### config.mk
export PLATFORM = sky130hd
export DESIGN_NAME = count_sweep_ctrl
export DESIGN_NICKNAME = d
export VERILOG_FILES = /design/src/rtl/count_sweep_ctrl.sv
export SDC_FILE = /design/constraint.sdc
export NUM_CORES = 1
export LEC_CHECK = 0
export BUFFER_PORTS_ARGS = -buffer_cell sky130_fd_sc_hd__buf_2
export CAP_MARGIN = 5
export CORE_MARGIN = 1
export CORE_UTILIZATION = 40
export DETAILED_ROUTE_END_ITERATION = 8
export HOLD_SLACK_MARGIN = 0.06
export PLACE_DENSITY = 0.75
export SLEW_MARGIN = 20
export SYNTH_ARGS = -nofsm -noshare
export SYNTH_HDL_FRONTEND = slang
export SYNTH_SLANG_ARGS = --single-unit
### constraint.sdc
create_clock -name clk -period 2.2 [get_ports clk]
set_clock_uncertainty 0.1 [all_clocks]
set_input_delay 0.11 -clock clk [delete_from_list [all_inputs] [get_ports clk]]
set_output_delay 0.11 -clock clk [all_outputs]
set_load 0.01 [all_outputs]
### src/rtl/count_sweep_ctrl.sv
// Closed-loop direction sequencer for an 8-bit up/down counter: drives `mode`
// so `count` sweeps as a triangle wave between LO and HI for SWEEPS sweeps.
module count_sweep_ctrl #(
   parameter logic [7:0] LO     = 8'd10,
   parameter logic [7:0] HI     = 8'd50,
   parameter logic [7:0] SWEEPS = 8'd4
) (
   input  logic       clk,
   input  logic       rst,
   input  logic       start,
   input  logic       stop,
   input  logic [7:0] count,
   output logic       mode,
   output logic       busy,
   output logic [7:0] sweep_cnt,
   output logic       done
);

   if ((int'(HI) - int'(LO)) < 3) begin : g_bad_limits
      $error("count_sweep_ctrl: HI - LO must be at least 3");
   end

   // Turn one step early: the counter still moves with the old mode on the
   // turning edge, so it lands exactly on HI / LO before reversing.
   localparam logic [7:0] HI_TURN = HI - 8'd1;
   localparam logic [7:0] LO_TURN = LO + 8'd1;

   typedef enum logic [1:0] {
      IDLE    = 2'd0,
      RAMP_UP = 2'd1,
      RAMP_DN = 2'd2
   } state_e;

   state_e     state_q;
   logic       mode_q;
   logic       busy_q;
   logic       done_q;
   logic [7:0] sweep_cnt_q;
   logic [7:0] sweep_cnt_d;
   logic       at_peak;
   logic       at_trough;
   logic       last_sweep;

   always_comb begin
      sweep_cnt_d = (sweep_cnt_q == 8'hFF) ? sweep_cnt_q : sweep_cnt_q + 8'd1;
      at_peak     = (count >= HI_TURN);
      at_trough   = (count <= LO_TURN);
      last_sweep  = (SWEEPS != 8'd0) && (sweep_cnt_d == SWEEPS);
   end

   always_ff @(posedge clk or negedge rst) begin
      if (!rst) begin
         state_q     <= IDLE;
         mode_q      <= 1'b0;
         busy_q      <= 1'b0;
         done_q      <= 1'b0;
         sweep_cnt_q <= '0;
      end else begin
         done_q <= 1'b0;
         case (state_q)
            IDLE: begin
               if (start && !stop) begin
                  sweep_cnt_q <= '0;
                  busy_q      <= 1'b1;
                  if (at_peak) begin
                     state_q <= RAMP_DN;
                     mode_q  <= 1'b0;
                  end else begin
                     state_q <= RAMP_UP;
                     mode_q  <= 1'b1;
                  end
               end
            end
            RAMP_UP: begin
               if (stop) begin
                  state_q <= IDLE;
                  busy_q  <= 1'b0;
               end else if (at_peak) begin
                  state_q <= RAMP_DN;
                  mode_q  <= 1'b0;
               end
            end
            RAMP_DN: begin
               if (stop) begin
                  state_q <= IDLE;
                  busy_q  <= 1'b0;
               end else if (at_trough) begin
                  sweep_cnt_q <= sweep_cnt_d;
                  if (last_sweep) begin
                     state_q <= IDLE;
                     busy_q  <= 1'b0;
                     done_q  <= 1'b1;
                     mode_q  <= 1'b0;
                  end else begin
                     state_q <= RAMP_UP;
                     mode_q  <= 1'b1;
                  end
               end
            end
            default: begin
               state_q <= IDLE;
               busy_q  <= 1'b0;
            end
         endcase
      end
   end

   assign mode      = mode_q;
   assign busy      = busy_q;
   assign done      = done_q;
   assign sweep_cnt = sweep_cnt_q;

endmodule

==> results.json, run 1 <==
{
  "status": "finished, final reports clean",
  "worst-slew-pin-transition_ns": 0.403,
  "route.detailed.vias_per_inst": 6.08,
  "cell_leakage_power_nw": 0.562,
  "p_int_uw": 561,
  "antenna_found_initial": 0,
  "insertion_delay_ns": 0.29,
  "crit-reg2reg-launch": "sweep_cnt[1]",
  "cts.htree.levels": 1,
  "cts_buffer_depth": 2,
  "area_growth_syn_to_layout_pct": 20.1,
  "fp.dieH_um": 53.0,
  "reg2reg_slack_ns": 0.01,
  "mappedNetlistNets": 132,
  "max_freq_mhz": 457,
  "timing_worst_setup_path_type": "reg -> reg",
  "switchingPower_uw": 397,
  "wl_met1_mm": 1.07,
  "power_per_cell_area_nw_per_um2": 767,
  "timing.reg2reg.worst_path_depth": 5,
  "diodes": 0,
  "drc": 0,
  "place.detailed.hpwl_mm": 1.90,
  "crit_path_start_kind": "register",
  "setup_total_negative_slack_ns": 0,
  "hold_class": "in -> async",
  "yosysUniqueCellTypes": 46,
  "syn_area_um2": 1040,
  "critical_path.max_fanout": 5,
  "clkSinkCount": 13,
  "power_share_of_the_combinational_group_pct": 51.1,
  "grtUsageTotal_pct": 20.0,
  "nFillCells": 251,
  "cts_tree": "yes",
  "min_tclk_post_route_ns": 2.19,
  "ioPinCount": 23,
  "dominantRegCellSynth": "sky130_fd_sc_hd__dfrtp_1",
  "number_of_warning_messages_in_the_yosys_log": 0,
  "vias": 1052,
  "ys_seq_elements": 13,
  "inst_count_dp": 168,
  "maxCapViolations": 0,
  "power_switching_share_pct": 41.5,
  "drt-pass1-iter-count": 4,
  "reg_power_share_pct": 33.0,
  "syn_area_per_cell_um2": 9.04,
  "final_min_period_over_clock_period_pct": 99.6,
  "power.clock.fraction_pct": 15.9,
  "worst_setup_path_end_kind": "register",
  "die_area_um2": 2810,
  "cp_data_arrival_time_ns": 2.32,
  "yosysSeqAreaShare_pct": 31.3,
  "finalWirelength_mm": 2.48,
  "syn_inst": 115,
  "grt_start_max_net_pins": 14,
  "stdcell_count": 173,
  "globalRoute.totalOverflow": 0,
  "final_layout_size_suffix_gt1_share_pct": 32.2,
  "vias_in_the_first_global_route": 955,
  "postSynth.asyncResetShare_pct": 100,
  "wl_per_cell_um": 14.3,
  "core_um2": 2480,
  "setup-violations-final": 0,
  "clk_root_buffer_cell": "sky130_fd_sc_hd__clkbuf_4",
  "port_buffers": 22,
  "place_congestion": 0.855,
  "finalNetCount": 161,
  "met3RoutedLength_um": 147,
  "final_max_slew_viol_count": 0,
  "tritoncts_buffer_count": 3,
  "worst_slew_margin_rel_pct": 73.0,
  "first_pass_grt_wire_length_mm": 4.11,
  "met2WireLength_mm": 1.23,
  "ir_drop_v": 0.000451,
  "initialDrtViolationCount": 24,
  "postRouteAntennaNets": 0,
  "r2r-end": "busy",
  "die-width_um": 53.0,
  "cts_setup_buffers": 0,
  "initial_standard_cell_utilization_of_the_core_pct": 42.0,
  "hold_violations": 0,
  "cts.reportedPaths.clkPinSlew_ns": 0.08,
  "critPathRequiredTime_ns": 2.33,
  "dr.max_layer_used": "met4",
  "floorplan.rows": 18,
  "number_of_enable_type_register_cells_in_the_synthesized_netlist": 0,
  "grt_setup_unrepaired": "yes"
}
## layout by cell type, fill, tap and decap left out, types with 2 or more instances in the layout
cell,instances
sky130_fd_sc_hd__o31ai_1,3
sky130_fd_sc_hd__nand3_1,3
sky130_fd_sc_hd__nand2_1,8
sky130_fd_sc_hd__o21ai_1,5
sky130_fd_sc_hd__and3_1,3
sky130_fd_sc_hd__or4_4,3
sky130_fd_sc_hd__dfrtp_2,2
sky130_fd_sc_hd__buf_2,22
sky130_fd_sc_hd__clkbuf_4,3
sky130_fd_sc_hd__a21oi_1,7
sky130_fd_sc_hd__a31oi_1,3
sky130_fd_sc_hd__and4_1,2
sky130_fd_sc_hd__nor2_1,7
sky130_fd_sc_hd__a22o_1,2
sky130_fd_sc_hd__mux2i_1,2
sky130_fd_sc_hd__inv_1,5
sky130_fd_sc_hd__o21ai_0,3
sky130_fd_sc_hd__a21o_1,3
sky130_fd_sc_hd__dfrtp_1,11
sky130_fd_sc_hd__o211ai_1,2
sky130_fd_sc_hd__buf_4,4
sky130_fd_sc_hd__ha_1,4
sky130_fd_sc_hd__nor3_1,4
sky130_fd_sc_hd__nor4_1,3
sky130_fd_sc_hd__nand2b_1,3
## layout make-up
class	instances	area (µm²)	share of cell area, %
Timing Repair Buffer	27	150	12.0
Tap cell	30	37.5	3.01
Multi-Input combinational cell	94	687	55.0
Sequential cell	13	328	26.3
Clock inverter	1	5.00	0.401
Clock buffer	3	22.5	1.80
Inverter	5	18.8	1.50
## metrics by stage
stage               worst slack [ns]  utilization, %  cell area, µm²  power (mW)  hold WS [ns]
global route                 -0.0415            50.4            1250        1.04         0.155
CTS                          0.00883            50.1            1240       0.952         0.129
global placement              0.0877            48.5            1200       0.779       -0.0922
detailed placement            0.0279            48.5            1200       0.794       -0.0890
finish                       0.00974            50.4            1250       0.958         0.130
floorplan                     0.0946               -            1050       0.668        -0.286
## cells by family after synthesis
logic type,share of synthesized area [%]
DFF,31.3
and+or+nand+nor,30.2
buffers and inverters,4.69
AOI/OAI and AO/OA,25.0
xor gates and xnor gates,0.843
adders and majority gates,6.02
muxes,1.93
## metal layers
metal / track usage, % / vias to the layer above
met1: 23.5 / 504
met2: 36.3 / 44
li1: - / 499
met4: 6.58 / 0
met3: 3.45 / 5
met5: 0 / -
## registers in the layout (all words and copies together) (netlist names)
name,cells
sweep_cnt,8
state_q,2
busy,1
done,1
mode,1
## how the worst max path moves through the flow
stage	start	slack, ns	endpoint
after floorplan	sweep_cnt[1]	0.09	busy
after global placement	sweep_cnt[1]	0.09	busy
after detailed placement	sweep_cnt[1]	0.03	busy
after CTS	sweep_cnt[1]	0.009	busy
after global routing	sweep_cnt[1]	-0.04	busy
final	sweep_cnt[1]	0.01	busy
## what timing repair did
item | in CTS | in global routing
setup endpoints to repair | 0 | 1
resized for setup | 0 | 2
hold buffers | 1 | 0
endpoints found under the hold margin | 13 | 0
## power by group through the flow
stage               sequential (mW)  clock [mW]  combinational [mW]
floorplan                     0.327           0               0.341
global placement              0.318           0               0.461
detailed placement            0.321           0               0.473
CTS                           0.316       0.159               0.477
global route                  0.322       0.169               0.551
finish                        0.316       0.153               0.489
## worst max-delay path: stages, from the launching register on
cell	delay, ns
sky130_fd_sc_hd__dfrtp_2	0.45
sky130_fd_sc_hd__ha_4	0.25
sky130_fd_sc_hd__or4b_1	0.47
sky130_fd_sc_hd__or3_4	0.37
sky130_fd_sc_hd__or4_4	0.43
sky130_fd_sc_hd__nand3_2	0.07
## synth_stat cells (2+ instances only)
library cell               count  area [µm²]
sky130_fd_sc_hd__a21o_1        3        22.5
sky130_fd_sc_hd__and4_1        2        17.5
sky130_fd_sc_hd__a22o_1        2        17.5
sky130_fd_sc_hd__o211ai_1      2        15.0
sky130_fd_sc_hd__buf_6         2        22.5
sky130_fd_sc_hd__or4_4         2        22.5
sky130_fd_sc_hd__o21ai_0       3        15.0
sky130_fd_sc_hd__a31oi_1       3        18.8
sky130_fd_sc_hd__nor2_1        7        26.3
sky130_fd_sc_hd__nand2_1       8        30.0
sky130_fd_sc_hd__ha_1          5        62.6
sky130_fd_sc_hd__mux2i_1       2        20.0
sky130_fd_sc_hd__nor4_1        3        18.8
sky130_fd_sc_hd__o31ai_1       3        22.5
sky130_fd_sc_hd__and3_1        3        18.8
sky130_fd_sc_hd__o21ai_1       5        25.0
sky130_fd_sc_hd__dfrtp_1      13         325
sky130_fd_sc_hd__nand3_1       4        20.0
sky130_fd_sc_hd__inv_1         5        18.8
sky130_fd_sc_hd__nand2b_1      3        18.8
sky130_fd_sc_hd__nor3_1        4        20.0
sky130_fd_sc_hd__a21oi_1       7        35.0
Power figures use the tool's default switching activity.
==> run 2, diff against run 1 <==
--- a/config.mk
+++ b/config.mk
@@ -11,7 +11,6 @@
 export CORE_UTILIZATION = 40
 export DETAILED_ROUTE_END_ITERATION = 8
 export HOLD_SLACK_MARGIN = 0.06
-export PLACE_DENSITY = 0.75
 export SLEW_MARGIN = 20
 export SYNTH_ARGS = -nofsm -noshare
 export SYNTH_HDL_FRONTEND = slang
==> run 2 against run 1 <==
Against the previous run:
- via count shrank 5.3%
- maximum frequency grew 2.0%
- non-clock buffer count grew 2
- critical path type unchanged
- critical endpoint unchanged
==> results.json, run 2 (same netlist as run 1, synthesis figures left out) <==
{
  "grt_start_max_net_pins": 14,
  "worst_setup_path_end_kind": "register",
  "hold_slack_ns": 0.157,
  "worst_slew_margin_rel_pct": 76.0,
  "drc": 0,
  "cts_tree": "yes",
  "hold_class": "in -> async",
  "area_growth_syn_to_layout_pct": 20.6,
  "ir_drop_v": 0.000684,
  "floorplan.rows": 18,
  "clkSinkCount": 13,
  "final_max_slew_viol_count": 0,
  "switchingPower_uw": 378,
  "setup_total_negative_slack_ns": 0,
  "min_tclk_post_route_ns": 2.15,
  "dpl-instance-area_um2": 1200,
  "final_layout_size_suffix_gt1_share_pct": 31.0,
  "met3RoutedLength_um": 123,
  "cts.reportedPaths.clkPinSlew_ns": 0.08,
  "initial_standard_cell_utilization_of_the_core_pct": 42.0,
  "cp_data_arrival_time_ns": 2.26,
  "power_switching_share_pct": 40.4,
  "grtUsageTotal_pct": 20.8,
  "hold_violations": 0,
  "timing_worst_setup_path_type": "reg -> reg",
  "finalNetCount": 163,
  "p_int_uw": 558,
  "reg_power_share_pct": 34.1,
  "drt-pass1-iter-count": 4,
  "max_freq_mhz": 466,
  "globalRoute.totalOverflow": 0,
  "initialDrtViolationCount": 19,
  "final_min_period_over_clock_period_pct": 97.6,
  "met2WireLength_mm": 1.12,
  "antenna_found_initial": 0,
  "crit_path_start_kind": "register",
  "power.clock.fraction_pct": 15.6,
  "vias": 996,
  "maxCapViolations": 0,
  "cell_leakage_power_nw": 0.564,
  "diodes": 0,
  "critPathRequiredTime_ns": 2.31,
  "place.detailed.hpwl_mm": 1.92,
  "worst-slew-pin-transition_ns": 0.357,
  "wl_met1_mm": 1.25,
  "critical_path.max_fanout": 5,
  "status": "finished, final reports clean",
  "clk_root_buffer_cell": "sky130_fd_sc_hd__clkbuf_4",
  "grt_setup_unrepaired": "yes",
  "port_buffers": 22,
  "die_area_um2": 2810,
  "tritoncts_buffer_count": 3,
  "largest_register_ff_count": 8,
  "design_area_um2": 1250,
  "power_per_cell_area_nw_per_um2": 746,
  "postCtsResizedCells": 0,
  "layout.cells.most_common_list": "sky130_fd_sc_hd__buf_2, sky130_fd_sc_hd__dfrtp_1, sky130_fd_sc_hd__nand2_1",
  "finalWirelength_mm": 2.51,
  "ioPinCount": 23,
  "wl_per_cell_um": 14.4,
  "setup-violations-final": 0,
  "cts_buffer_depth": 2,
  "fp.dieH_um": 53.0,
  "post-route-util_pct": 50.6,
  "vias_in_the_first_global_route": 938,
  "place_congestion": 0.884,
  "core_um2": 2480,
  "mostFrequentLayoutCell": "sky130_fd_sc_hd__buf_2",
  "insertion_delay_ns": 0.27,
  "route.detailed.vias_per_inst": 5.69,
  "cts.htree.levels": 1,
  "postRouteAntennaNets": 0,
  "die-width_um": 53.0,
  "power_share_of_the_combinational_group_pct": 50.3,
  "dr.max_layer_used": "met4",
  "first_pass_grt_wire_length_mm": 4.16
}
run 2: cell types whose count changed in the layout (fill, tap and decap cells not counted):
cell and delta:
sky130_fd_sc_hd__nand3_1 +1, sky130_fd_sc_hd__or4_4 -1, sky130_fd_sc_hd__clkbuf_1 +1, sky130_fd_sc_hd__clkinv_2 -1, sky130_fd_sc_hd__buf_4 +2, sky130_fd_sc_hd__nand3_2 -1, sky130_fd_sc_hd__or4_1 +1
run 2: metal layers:
layer | global-route usage (%) | vias up
met5 | 0 | -
met4 | 9.21 | 0
met3 | 3.45 | 2
met2 | 30.4 | 25
met1 | 29.5 | 467
li1 | - | 502
run 2: cell type report:
cell class,count,area [µm²]
tap,30,37.5
sequential,13,328
clock buffer,4,26.3
multi-input combinational,94,678
fill,258,1220
timing repair buffer,29,165
inverter,5,18.8
run 2: worst paths after layout:
kind | slack (ns) | cells after the start | startpoint | to
worst max-delay path | 0.05 | 5 | sweep_cnt[1] | busy
worst min register to register | 0.45 | 2 | mode | mode
worst min-delay path | 0.16 | 2 | rst | sweep_cnt[5]
min in group clk | 0.16 | 4 | stop | done
max in group asynchronous | 1.58 | 2 | rst | sweep_cnt[1]
worst max register to register | 0.05 | 5 | sweep_cnt[1] | busy
run 2: worst max-delay path, cell delays in order (launching register included):
cell	delay [ns]
sky130_fd_sc_hd__dfrtp_2	0.44
sky130_fd_sc_hd__ha_4	0.25
sky130_fd_sc_hd__or4b_1	0.46
sky130_fd_sc_hd__or3_4	0.36
sky130_fd_sc_hd__or4_1	0.40
sky130_fd_sc_hd__nand3_1	0.08
run 2: power by group through the flow:
stage | clock (mW) | sequential, mW | combinational [mW]
after floorplan | 0 | 0.327 | 0.341
after global placement | 0 | 0.321 | 0.460
after detailed placement | 0 | 0.325 | 0.464
after CTS | 0.155 | 0.320 | 0.468
after global routing | 0.161 | 0.325 | 0.542
final | 0.146 | 0.319 | 0.470
run 2: metrics by stage:
stage | power, mW | setup slack (ns) | cells
after global placement | 0.781 | 0.0953 | 168
after detailed placement | 0.789 | 0.0494 | 168
final | 0.935 | 0.0525 | 175
after floorplan | 0.668 | 0.0946 | 115
after CTS | 0.943 | 0.0318 | 173
after global routing | 1.03 | -0.00884 | 175
run 2: timing repair:
item | 4_1_cts | 5_1_grt
buffers inserted | 0 | 2
endpoints found under the hold margin | 13 | 0
setup endpoints to repair | 0 | 1
hold buffers | 1 | 0
==> run 3, diff against run 2 <==
--- a/config.mk
+++ b/config.mk
@@ -6,9 +6,10 @@
 export NUM_CORES = 1
 export LEC_CHECK = 0
 export BUFFER_PORTS_ARGS = -buffer_cell sky130_fd_sc_hd__buf_2
-export CAP_MARGIN = 5
+export CAP_MARGIN = 20
 export CORE_MARGIN = 1
 export CORE_UTILIZATION = 40
+export CTS_BUF_LIST = sky130_fd_sc_hd__clkbuf_2 sky130_fd_sc_hd__clkbuf_4 sky130_fd_sc_hd__clkbuf_8
 export DETAILED_ROUTE_END_ITERATION = 8
 export HOLD_SLACK_MARGIN = 0.06
 export SLEW_MARGIN = 20
==> run 3 against run 2 <==
Against the previous run:
- register-to-register slack is essentially flat
- combinational power is essentially flat
- count of clock-buffer cells in the layout unchanged
- highest routed layer unchanged
- non-clock buffer count is the same
- power increased by 1.4%
- die area unchanged
- first-iteration DRC count is 21% higher
- maximum frequency stayed put
- wire length hardly changed
- hold slack got worse by 0.0016 ns
- critical path type unchanged
==> results.json, run 3 (same netlist as run 1, synthesis figures left out) <==
{
  "status": "finished, final reports clean",
  "mostFrequentLayoutCell": "sky130_fd_sc_hd__buf_2",
  "route.detailed.vias_per_inst": 5.69,
  "cts.reportedPaths.clkPinSlew_ns": 0.08,
  "finalNetCount": 163,
  "hold_class": "in -> async",
  "cp_data_arrival_time_ns": 2.26,
  "die-width_um": 53.0,
  "final_min_period_over_clock_period_pct": 97.6,
  "insertion_delay_ns": 0.27,
  "worst_setup_path_end_kind": "register",
  "tritoncts_buffer_count": 3,
  "cts_buffer_depth": 2,
  "path_cells": "ha_4, or4b_1, or3_4, or4_1, nand3_1",
  "grtUsageTotal_pct": 20.8,
  "finalWirelength_mm": 2.51,
  "worst-slew-pin-transition_ns": 0.357,
  "place_congestion": 0.884,
  "globalRoute.totalOverflow": 0,
  "wl_per_cell_um": 14.4,
  "cell_leakage_power_nw": 0.568,
  "critPathRequiredTime_ns": 2.31,
  "ir_drop_v": 0.000684,
  "clkSinkCount": 13,
  "maxCapViolations": 0,
  "first_pass_grt_wire_length_mm": 4.16,
  "stdcell_count": 175,
  "hold_violations": 0,
  "initial_standard_cell_utilization_of_the_core_pct": 42.0,
  "floorplan.rows": 18,
  "timing_worst_setup_path_type": "reg -> reg",
  "crit_path_start_kind": "register",
  "p_int_uw": 570,
  "vias": 996,
  "port_buffers": 22,
  "setup_total_negative_slack_ns": 0,
  "hold_slack_ns": 0.155,
  "critical_path.max_fanout": 5,
  "final_max_slew_viol_count": 0,
  "drc": 0,
  "diodes": 0,
  "slowest_delay_ns": 0.46,
  "cell_with_the_biggest_individual_delay_on_the_critical_path": "sky130_fd_sc_hd__or4b_1",
  "clk_root_buffer_cell": "sky130_fd_sc_hd__clkbuf_4",
  "vias_in_the_first_global_route": 938,
  "postRouteAntennaNets": 0,
  "die_area_um2": 2810,
  "max_freq_mhz": 466,
  "cts.htree.levels": 1,
  "setup-violations-final": 0,
  "cts_tree": "yes",
  "grt_start_max_net_pins": 14,
  "reg_power_share_pct": 33.6,
  "core_um2": 2480,
  "initialDrtViolationCount": 23,
  "power_switching_share_pct": 39.9,
  "power_per_cell_area_nw_per_um2": 754,
  "grt_setup_unrepaired": "yes",
  "power.total_uw": 949,
  "switchingPower_uw": 378,
  "drt-pass1-iter-count": 4,
  "inst_count_dp": 168,
  "detailedPlace.worstSlack_ns": 0.0494,
  "worst_slew_margin_rel_pct": 76.0,
  "power_share_of_the_combinational_group_pct": 49.6,
  "final_layout_size_suffix_gt1_share_pct": 31.7,
  "antenna_found_initial": 0,
  "area_growth_syn_to_layout_pct": 20.9,
  "min_tclk_post_route_ns": 2.15,
  "setup_slack_ns": 0.0525,
  "ioPinCount": 23,
  "largest_register_ff_count": 8,
  "postCtsResizedCells": 0,
  "layout.cells.most_common_list": "sky130_fd_sc_hd__buf_2, sky130_fd_sc_hd__dfrtp_1, sky130_fd_sc_hd__nand2_1",
  "fp.dieH_um": 53.0,
  "power.clock.fraction_pct": 16.8,
  "place.detailed.hpwl_mm": 1.92
}
==> run 3: cell counts in the layout (fill, tap and decap cells not counted) <==
Identical to the previous run, type by type.
==> run 3: layer usage <==
| layer | share of wire, % | vias to the layer above | track usage (%) |
|---|---|---|---|
| met5 | 0 | - | 0 |
| met2 | 45 | 25 | 30.4 |
| met4 | 0.80 | 0 | 9.21 |
| li1 | - | 502 | - |
| met3 | 4.9 | 2 | 3.45 |
| met1 | 50 | 467 | 29.5 |
==> run 3: final cells by class <==
class | instances | area [µm²]
clock buffers | 4 | 30.0
multi-input cells | 94 | 678
repair buffers | 29 | 165
flip-flops and latches | 13 | 328
fillers | 256 | 1220
inverters | 5 | 18.8
well taps | 30 | 37.5
==> run 3: worst paths after layout <==
kind,from,end,slack [ns],cells after the start
setup / recovery,sweep_cnt[1],busy,0.05,5
hold / removal,rst,sweep_cnt[5],0.16,2
setup reg to reg,sweep_cnt[1],busy,0.05,5
hold reg to reg,mode,mode,0.45,2
max in group asynchronous,rst,sweep_cnt[1],1.58,2
min in group clk,stop,done,0.16,4
==> run 3: power by group through the flow <==
stage	combinational (mW)	clock [mW]	sequential, mW
3_5_place_dp	0.464	0	0.325
2_1_floorplan	0.341	0	0.327
6_report	0.470	0.159	0.319
5_1_grt	0.542	0.173	0.325
4_1_cts	0.468	0.167	0.320
3_3_place_gp	0.460	0	0.321
==> run 3: critical path, delay by kind of cell, from the launching register on <==
| kind | cells | cell delay, ns |
|---|---|---|
| DFF | 1 | 0.44 |
| adders and majority gates | 1 | 0.25 |
| and+or+nand+nor | 4 | 1.30 |
==> run 3: stage by stage <==
step / instance area, µm² / utilization (%)
global placement: 1200 / 48.5
floorplan: 1050 / -
finish: 1260 / 50.8
CTS: 1240 / 50.2
global route: 1260 / 50.8
detailed placement: 1200 / 48.5
==> run 3: what timing repair did <==
| item | CTS | global route |
|---|---|---|
| endpoints found under the hold margin | 13 | 0 |
| hold buffers | 1 | 0 |
| setup buffers | 0 | 2 |
| endpoints found under the setup margin | 0 | 1 |
